<file path="src/rtl/rf_wb_arb.sv">
// Register-file writeback arbiter: merges load returns, ALU results and two
// coprocessor results onto one registered write port, with a busy scoreboard.
module rf_wb_arb #(
  parameter int LDQ_DEPTH    = 2,
  parameter int STARVE_LIMIT = 4
) (
  input  logic        SYSCLK,
  input  logic        RESET_D1_R,
  input  logic        ALU_WE_M,
  input  logic [4:0]  ALU_ADDR_M,
  input  logic [31:0] ALU_DATA_M,
  input  logic        LD_ISSUE_E,
  input  logic [4:0]  LD_ADDR_E,
  input  logic        LD_VALID,
  input  logic [31:0] LD_DATA,
  input  logic        CE0_ISSUE_E,
  input  logic [4:0]  CE0_ADDR_E,
  input  logic        CE0_VALID,
  input  logic [31:0] CE0_DATA,
  output logic        CE0_READY,
  input  logic        CE1_ISSUE_E,
  input  logic [4:0]  CE1_ADDR_E,
  input  logic        CE1_VALID,
  input  logic [31:0] CE1_DATA,
  output logic        CE1_READY,
  input  logic [4:0]  REGAADDR_S,
  input  logic [4:0]  REGBADDR_S,
  output logic        WRITEC_W_R,
  output logic [4:0]  REGCADDR_W_R,
  output logic [31:0] REGC_W_R,
  output logic        HAZARD_S,
  output logic        WB_STALL_M,
  output logic        LDQ_FULL,
  output logic        PROTO_ERR
);

  localparam int             PTR_W      = $clog2(LDQ_DEPTH);
  localparam logic [PTR_W:0] LDQ_MAX    = (PTR_W + 1)'(LDQ_DEPTH);
  localparam logic [3:0]     STARVE_MAX = 4'(STARVE_LIMIT);

  typedef enum logic [2:0] {
    SRC_NONE,
    SRC_LD,
    SRC_ALU,
    SRC_CE0,
    SRC_CE1
  } src_e;

  logic [4:0]       ldq_mem [LDQ_DEPTH];
  logic [PTR_W-1:0] ldq_rd;
  logic [PTR_W-1:0] ldq_wr;
  logic [PTR_W:0]   ldq_cnt;
  logic [1:0]       ce_pend;
  logic [4:0]       ce0_dest;
  logic [4:0]       ce1_dest;
  logic             rr_ptr;
  logic [3:0]       starve_cnt;
  logic [31:0]      busy;
  logic [31:0]      busy_next;

  logic             ldq_empty;
  logic             ld_pop;
  logic             ld_push;
  logic [1:0]       ce_req;
  logic [1:0]       ce_issue;
  logic             ce_pick;
  logic             forced;
  logic             ce_grant;
  logic             err_now;
  src_e             src;
  logic [4:0]       gnt_addr;
  logic [31:0]      gnt_data;

  assign LDQ_FULL   = (ldq_cnt == LDQ_MAX);
  assign CE0_READY  = (src == SRC_CE0);
  assign CE1_READY  = (src == SRC_CE1);
  assign WB_STALL_M = ALU_WE_M && (src != SRC_ALU);
  assign HAZARD_S   = busy[REGAADDR_S] | busy[REGBADDR_S];

  // Grant selection: load return, then a starved CE, then ALU, then CE round-robin.
  always_comb begin
    ldq_empty = (ldq_cnt == '0);
    ld_pop    = LD_VALID && !ldq_empty;
    ld_push   = LD_ISSUE_E && (!LDQ_FULL || ld_pop);
    ce_req    = {CE1_VALID & ce_pend[1], CE0_VALID & ce_pend[0]};
    ce_issue  = {CE1_ISSUE_E & ~ce_pend[1], CE0_ISSUE_E & ~ce_pend[0]};
    ce_pick   = (ce_req == 2'b11) ? rr_ptr : ce_req[1];
    forced    = (starve_cnt == STARVE_MAX) && (ce_req != 2'b00);

    src = SRC_NONE;
    if (ld_pop)                  src = SRC_LD;
    else if (forced)             src = ce_pick ? SRC_CE1 : SRC_CE0;
    else if (ALU_WE_M)           src = SRC_ALU;
    else if (ce_req != 2'b00)    src = ce_pick ? SRC_CE1 : SRC_CE0;

    gnt_addr = '0;
    gnt_data = '0;
    unique case (src)
      SRC_LD:  begin gnt_addr = ldq_mem[ldq_rd]; gnt_data = LD_DATA;    end
      SRC_ALU: begin gnt_addr = ALU_ADDR_M;      gnt_data = ALU_DATA_M; end
      SRC_CE0: begin gnt_addr = ce0_dest;        gnt_data = CE0_DATA;   end
      SRC_CE1: begin gnt_addr = ce1_dest;        gnt_data = CE1_DATA;   end
      default: ;
    endcase
    ce_grant = (src == SRC_CE0) || (src == SRC_CE1);

    // Issue sets are applied after the grant clear so a same-cycle set wins.
    busy_next = busy;
    if (src != SRC_NONE) busy_next[gnt_addr]   = 1'b0;
    if (ld_push)         busy_next[LD_ADDR_E]  = 1'b1;
    if (ce_issue[0])     busy_next[CE0_ADDR_E] = 1'b1;
    if (ce_issue[1])     busy_next[CE1_ADDR_E] = 1'b1;
    busy_next[0] = 1'b0;

    err_now = (LD_VALID && ldq_empty) ||
              (LD_ISSUE_E && LDQ_FULL && !ld_pop) ||
              (CE0_ISSUE_E && ce_pend[0]) || (CE1_ISSUE_E && ce_pend[1]) ||
              (CE0_VALID && !ce_pend[0]) || (CE1_VALID && !ce_pend[1]);
  end

  always_ff @(posedge SYSCLK) begin
    if (ld_push) ldq_mem[ldq_wr] <= LD_ADDR_E;
  end

  always_ff @(posedge SYSCLK) begin
    if (RESET_D1_R) begin
      ldq_rd       <= '0;
      ldq_wr       <= '0;
      ldq_cnt      <= '0;
      ce_pend      <= '0;
      ce0_dest     <= '0;
      ce1_dest     <= '0;
      rr_ptr       <= 1'b0;
      starve_cnt   <= '0;
      busy         <= '0;
      PROTO_ERR    <= 1'b0;
      WRITEC_W_R   <= 1'b0;
      REGCADDR_W_R <= '0;
      REGC_W_R     <= '0;
    end else begin
      if (ld_push) ldq_wr <= ldq_wr + 1'b1;
      if (ld_pop)  ldq_rd <= ldq_rd + 1'b1;
      case ({ld_push, ld_pop})
        2'b10:   ldq_cnt <= ldq_cnt + 1'b1;
        2'b01:   ldq_cnt <= ldq_cnt - 1'b1;
        default: ;
      endcase

      if (src == SRC_CE0) begin
        ce_pend[0] <= 1'b0;
      end else if (ce_issue[0]) begin
        ce_pend[0] <= 1'b1;
        ce0_dest   <= CE0_ADDR_E;
      end
      if (src == SRC_CE1) begin
        ce_pend[1] <= 1'b0;
      end else if (ce_issue[1]) begin
        ce_pend[1] <= 1'b1;
        ce1_dest   <= CE1_ADDR_E;
      end

      // Counter holds at the limit so the forced CE stays forced until served.
      if (ce_grant) begin
        starve_cnt <= '0;
        rr_ptr     <= ~rr_ptr;
      end else if ((CE0_VALID || CE1_VALID) && (starve_cnt != STARVE_MAX)) begin
        starve_cnt <= starve_cnt + 1'b1;
      end

      busy <= busy_next;
      if (err_now) PROTO_ERR <= 1'b1;

      WRITEC_W_R   <= (src != SRC_NONE) && (gnt_addr != 5'd0);
      REGCADDR_W_R <= gnt_addr;
      REGC_W_R     <= gnt_data;
    end
  end

endmodule

</file>
<file path="config.mk">
export PLATFORM = sky130hd
export DESIGN_NAME = rf_wb_arb
export DESIGN_NICKNAME = d
export VERILOG_FILES = /design/src/rtl/rf_wb_arb.sv
export SDC_FILE = /design/constraint.sdc
export NUM_CORES = 1
export LEC_CHECK = 0
export CELL_PAD_IN_SITES_DETAIL_PLACEMENT = 0
export CELL_PAD_IN_SITES_GLOBAL_PLACEMENT = 1
export CORE_ASPECT_RATIO = 0.8
export CORE_UTILIZATION = 29
export DETAILED_ROUTE_END_ITERATION = 8
export GPL_ROUTABILITY_DRIVEN = 0
export PLACE_DENSITY_LB_ADDON = 0.3
export SLEW_MARGIN = 30
export SYNTH_ARGS = -nofsm -noshare
export SYNTH_HDL_FRONTEND = slang
export SYNTH_SLANG_ARGS = --single-unit
</file>
<file path="constraint.sdc">
create_clock -name SYSCLK -period 2.4 [get_ports SYSCLK]
set_clock_uncertainty 0.05 [all_clocks]
set_input_delay 0.24 -clock SYSCLK [delete_from_list [all_inputs] [get_ports SYSCLK]]
set_output_delay 0.24 -clock SYSCLK [all_outputs]
set_load 0.005 [all_outputs]
</file>
==> metrics.txt <==
CTS tree=built; Fin. Hold Viols=0; CP max stage delay=around 0.43 ns; CTS H-tree lvls=3; initial core utilization=0.296; worst hold stages=4; Power Density=about 520 nW/um^2; die height=~130 um; clock root buffer=clkbuf_16; n_diodes=0; post-DR wirelength/cell=~20 um; hpwl dp=about 17 mm; met2 usage=0.339; Synth cell types=52; min cycle time layout=roughly 2.4 ns; first-pass GRT wire length=33.9 mm; Peak VDD IR=0.297 mV; Post-Syn Area=approximately 5600 um^2; syn_area_per_cell=~9.3 um^2; crit path cell chain=inv_1 > ha_1 > and3b_1 > o211a_1 > o21a_4 > buf_12 > a221oi_4 > nor3_2 > buf_4 > a211oi_1; largest net degree at the start of global routing=56; Die W=approximately 160 um; TritonRoute pass-1 iters=5; worst-margin pin slew=roughly 0.66 ns; max-cap check violation count=0; post-synthesis net count=772; Worst Path Required=roughly 2.6 ns; initial antenna violation count=0; initial drt markers=roughly 510; Critical Path Start Type=flop; worst skew pair latency=approximately 0.35 ns; Port Buffers=210; Routed WL=roughly 23 mm; Slew Limit Fails=0; Yosys reg bits=roughly 100; total CTS buffers=9; critical path endpoint category=flop; commonest non-fill, non-tap cell in the layout=clkdlybuf4s50_1; row count=45; WP buf/inv=3; Setup Crit Path Kind=reg2reg; Pleak=3.33 nW; layout cells sized above 1=0.211; Top Ports=around 210; Synth-to-Final Area Change=64.0%; total grt overflow=0; most frequent cells in the layout=200 x clkdlybuf4s50_1, 90 x a22oi_1, 83 x dfxtp_1; status=complete, no violations; final non-filler cell total=1131; Die ar.=19900 um^2; Max Clk Rate=422 MHz; Mapped Cells=between 600 and 700; core region area=approximately 19000 um^2; number of fill cells in the layout=about 1700; DRC=0; highest fanout seen on the critical path=5; placed insts=1100; vias per cell=~5.4; Worst EP arrival=around 2.6 ns; yosys warns=0; clk slew on worst S/H paths=0.07 ns; number of flops mapped to enable cells by yosys=10; FFs w/ async S/R, synth=0; fin nets=~1000; gr usage total=0.220; Levels on crit path=10; GRT met1 Usage=0.316; Post-Route Setup TNS=0 ns; Slowest-stage cell, CP=a221oi_4; Slew headroom=0.561; Main synth FF type=dfxtp_1; met3 GRT Util=0.0372; via count=~6000; clock buffer depth=2; fraction of the yosys area taken by sequential cells=0.381; CP delay by family, top=compound AO/OA/AOI/OAI gates; Clock Sink Count=just over 100; hold crit path type=in2reg; final setup violation count=0; period utilisation layout=0.987; vias in the first global route=between 5000 and 6000; Final ANT Viol Nets=0; Core Util, Final=0.486; Reg2Reg Depth=10; Most Crowded Layer GR=met2; placed inst area=around 8500 um^2; RSZ-0062 raised after global routing=true; Final Cell Area=between 9000 and 10000 um^2
## layer usage
layer  part of all wire  vias up  routed length (um)
li1                   -     2878                   -
met1               0.46     3001               10500
met2               0.46      250               10500
met3              0.057       25                1280
met4              0.014        0                 312
met5                  0        -                   0
## state kept, by name (all words and copies together) (netlist names), named ones only
name          cells
PROTO_ERR         1
REGCADDR_W_R      5
REGC_W_R         32
WRITEC_W_R        1
busy             31
ce0_dest          5
ce1_dest          5
ce_pend           2
ldq_cnt           2
ldq_mem          10
ldq_rd            1
ldq_wr            1
rr_ptr            1
starve_cnt        4
## synthesized netlist by cell type, drive strengths merged (2+ instances only)
cell type  instances  area [um^2]
a2111oi            2         36.3
a211oi            33          265
a21o               2         15.0
a21oi             41          205
a221o              8         91.3
a221oi             5         97.6
a22oi             90          676
and3               7         43.8
and3b              6         52.6
buf               25          156
clkbuf            24         90.1
dfxtp             92         1840
edfxtp            10          300
ha                 2         25.0
inv                6         22.5
mux2               4         45.0
mux2i             13          130
mux4              18          405
nand2             25         93.8
nand2b             2         12.5
nand3              5         25.0
nand3b             9         67.6
nor2              61          229
nor2b              3         18.8
nor3              43          220
nor3b              7         52.6
nor4               9         56.3
o21a               2         15.0
o21ai             28          144
o2bb2ai            5         56.3
xnor2              4         35.0
xor2               3         26.3
## layout make-up
type / instances / area (um^2) / share of cell area
sequential: 102 / 2150 / 0.234
clock inverter: 7 / 106 / 0.0115
clock buffer: 9 / 225 / 0.0244
timing repair buffer: 302 / 2980 / 0.324
multi-input combinational: 447 / 3410 / 0.370
tap: 258 / 323 / 0.0350
inverter: 6 / 22.5 / 0.00244
## worst reg2reg max path: stages (launching register included)
cell and delay, ns:
dfxtp_2 0.33, inv_1 0.04, ha_1 0.20, and3b_1 0.20, o211a_1 0.23, o21a_4 0.16, buf_12 0.14, a221oi_4 0.43
nor3_2 0.09, buf_4 0.16, a211oi_1 0.24
## stage by stage
stage                     power, mW  setup WS, ns  hold slack, ns
after floorplan                2.42       0.00885           0.289
after global placement         3.07        -0.415           0.409
after detailed placement       3.09        -0.415           0.414
after CTS                      4.78       -0.0420           0.320
after global routing           5.01       -0.0467           0.351
final                          4.83        0.0304           0.324
## worst paths after layout
path,startpoint,endpoint,slack (ns)
worst max-delay path,starve_cnt[0],busy[27],0.03
worst min register to register,ce1_dest[1],ce1_dest[1],0.43
worst min-delay path,RESET_D1_R,WRITEC_W_R,0.32
worst max register to register,starve_cnt[0],busy[27],0.03
## logic make-up after synthesis
group / count (synthesis) / share of synthesized area
buf+inv: 55 / 0.0479
fa+ha+maj: 2 / 0.00445
flops: 102 / 0.381
compound gates: 220 / 0.291
simple gates: 182 / 0.161
xor+xnor: 7 / 0.0109
mux: 35 / 0.103
## where the power goes
| group | total (mW) | switching [mW] | internal [mW] |
|---|---|---|---|
| combinational | 1.30 | 0.582 | 0.715 |
| clock | 1.65 | 0.717 | 0.932 |
| sequential | 1.88 | 0.0578 | 1.82 |
## what timing repair did
| item | 4_1_cts | 5_1_grt |
|---|---|---|
| hold buffers | 0 | 0 |
| setup buffers | 6 | 6 |
| setup endpoints to repair | 36 | 34 |
| gates resized for setup | 19 | 43 |
| pin swaps | 4 | 9 |
| cloned | 2 | 1 |
(Power assumes the default switching activity.)
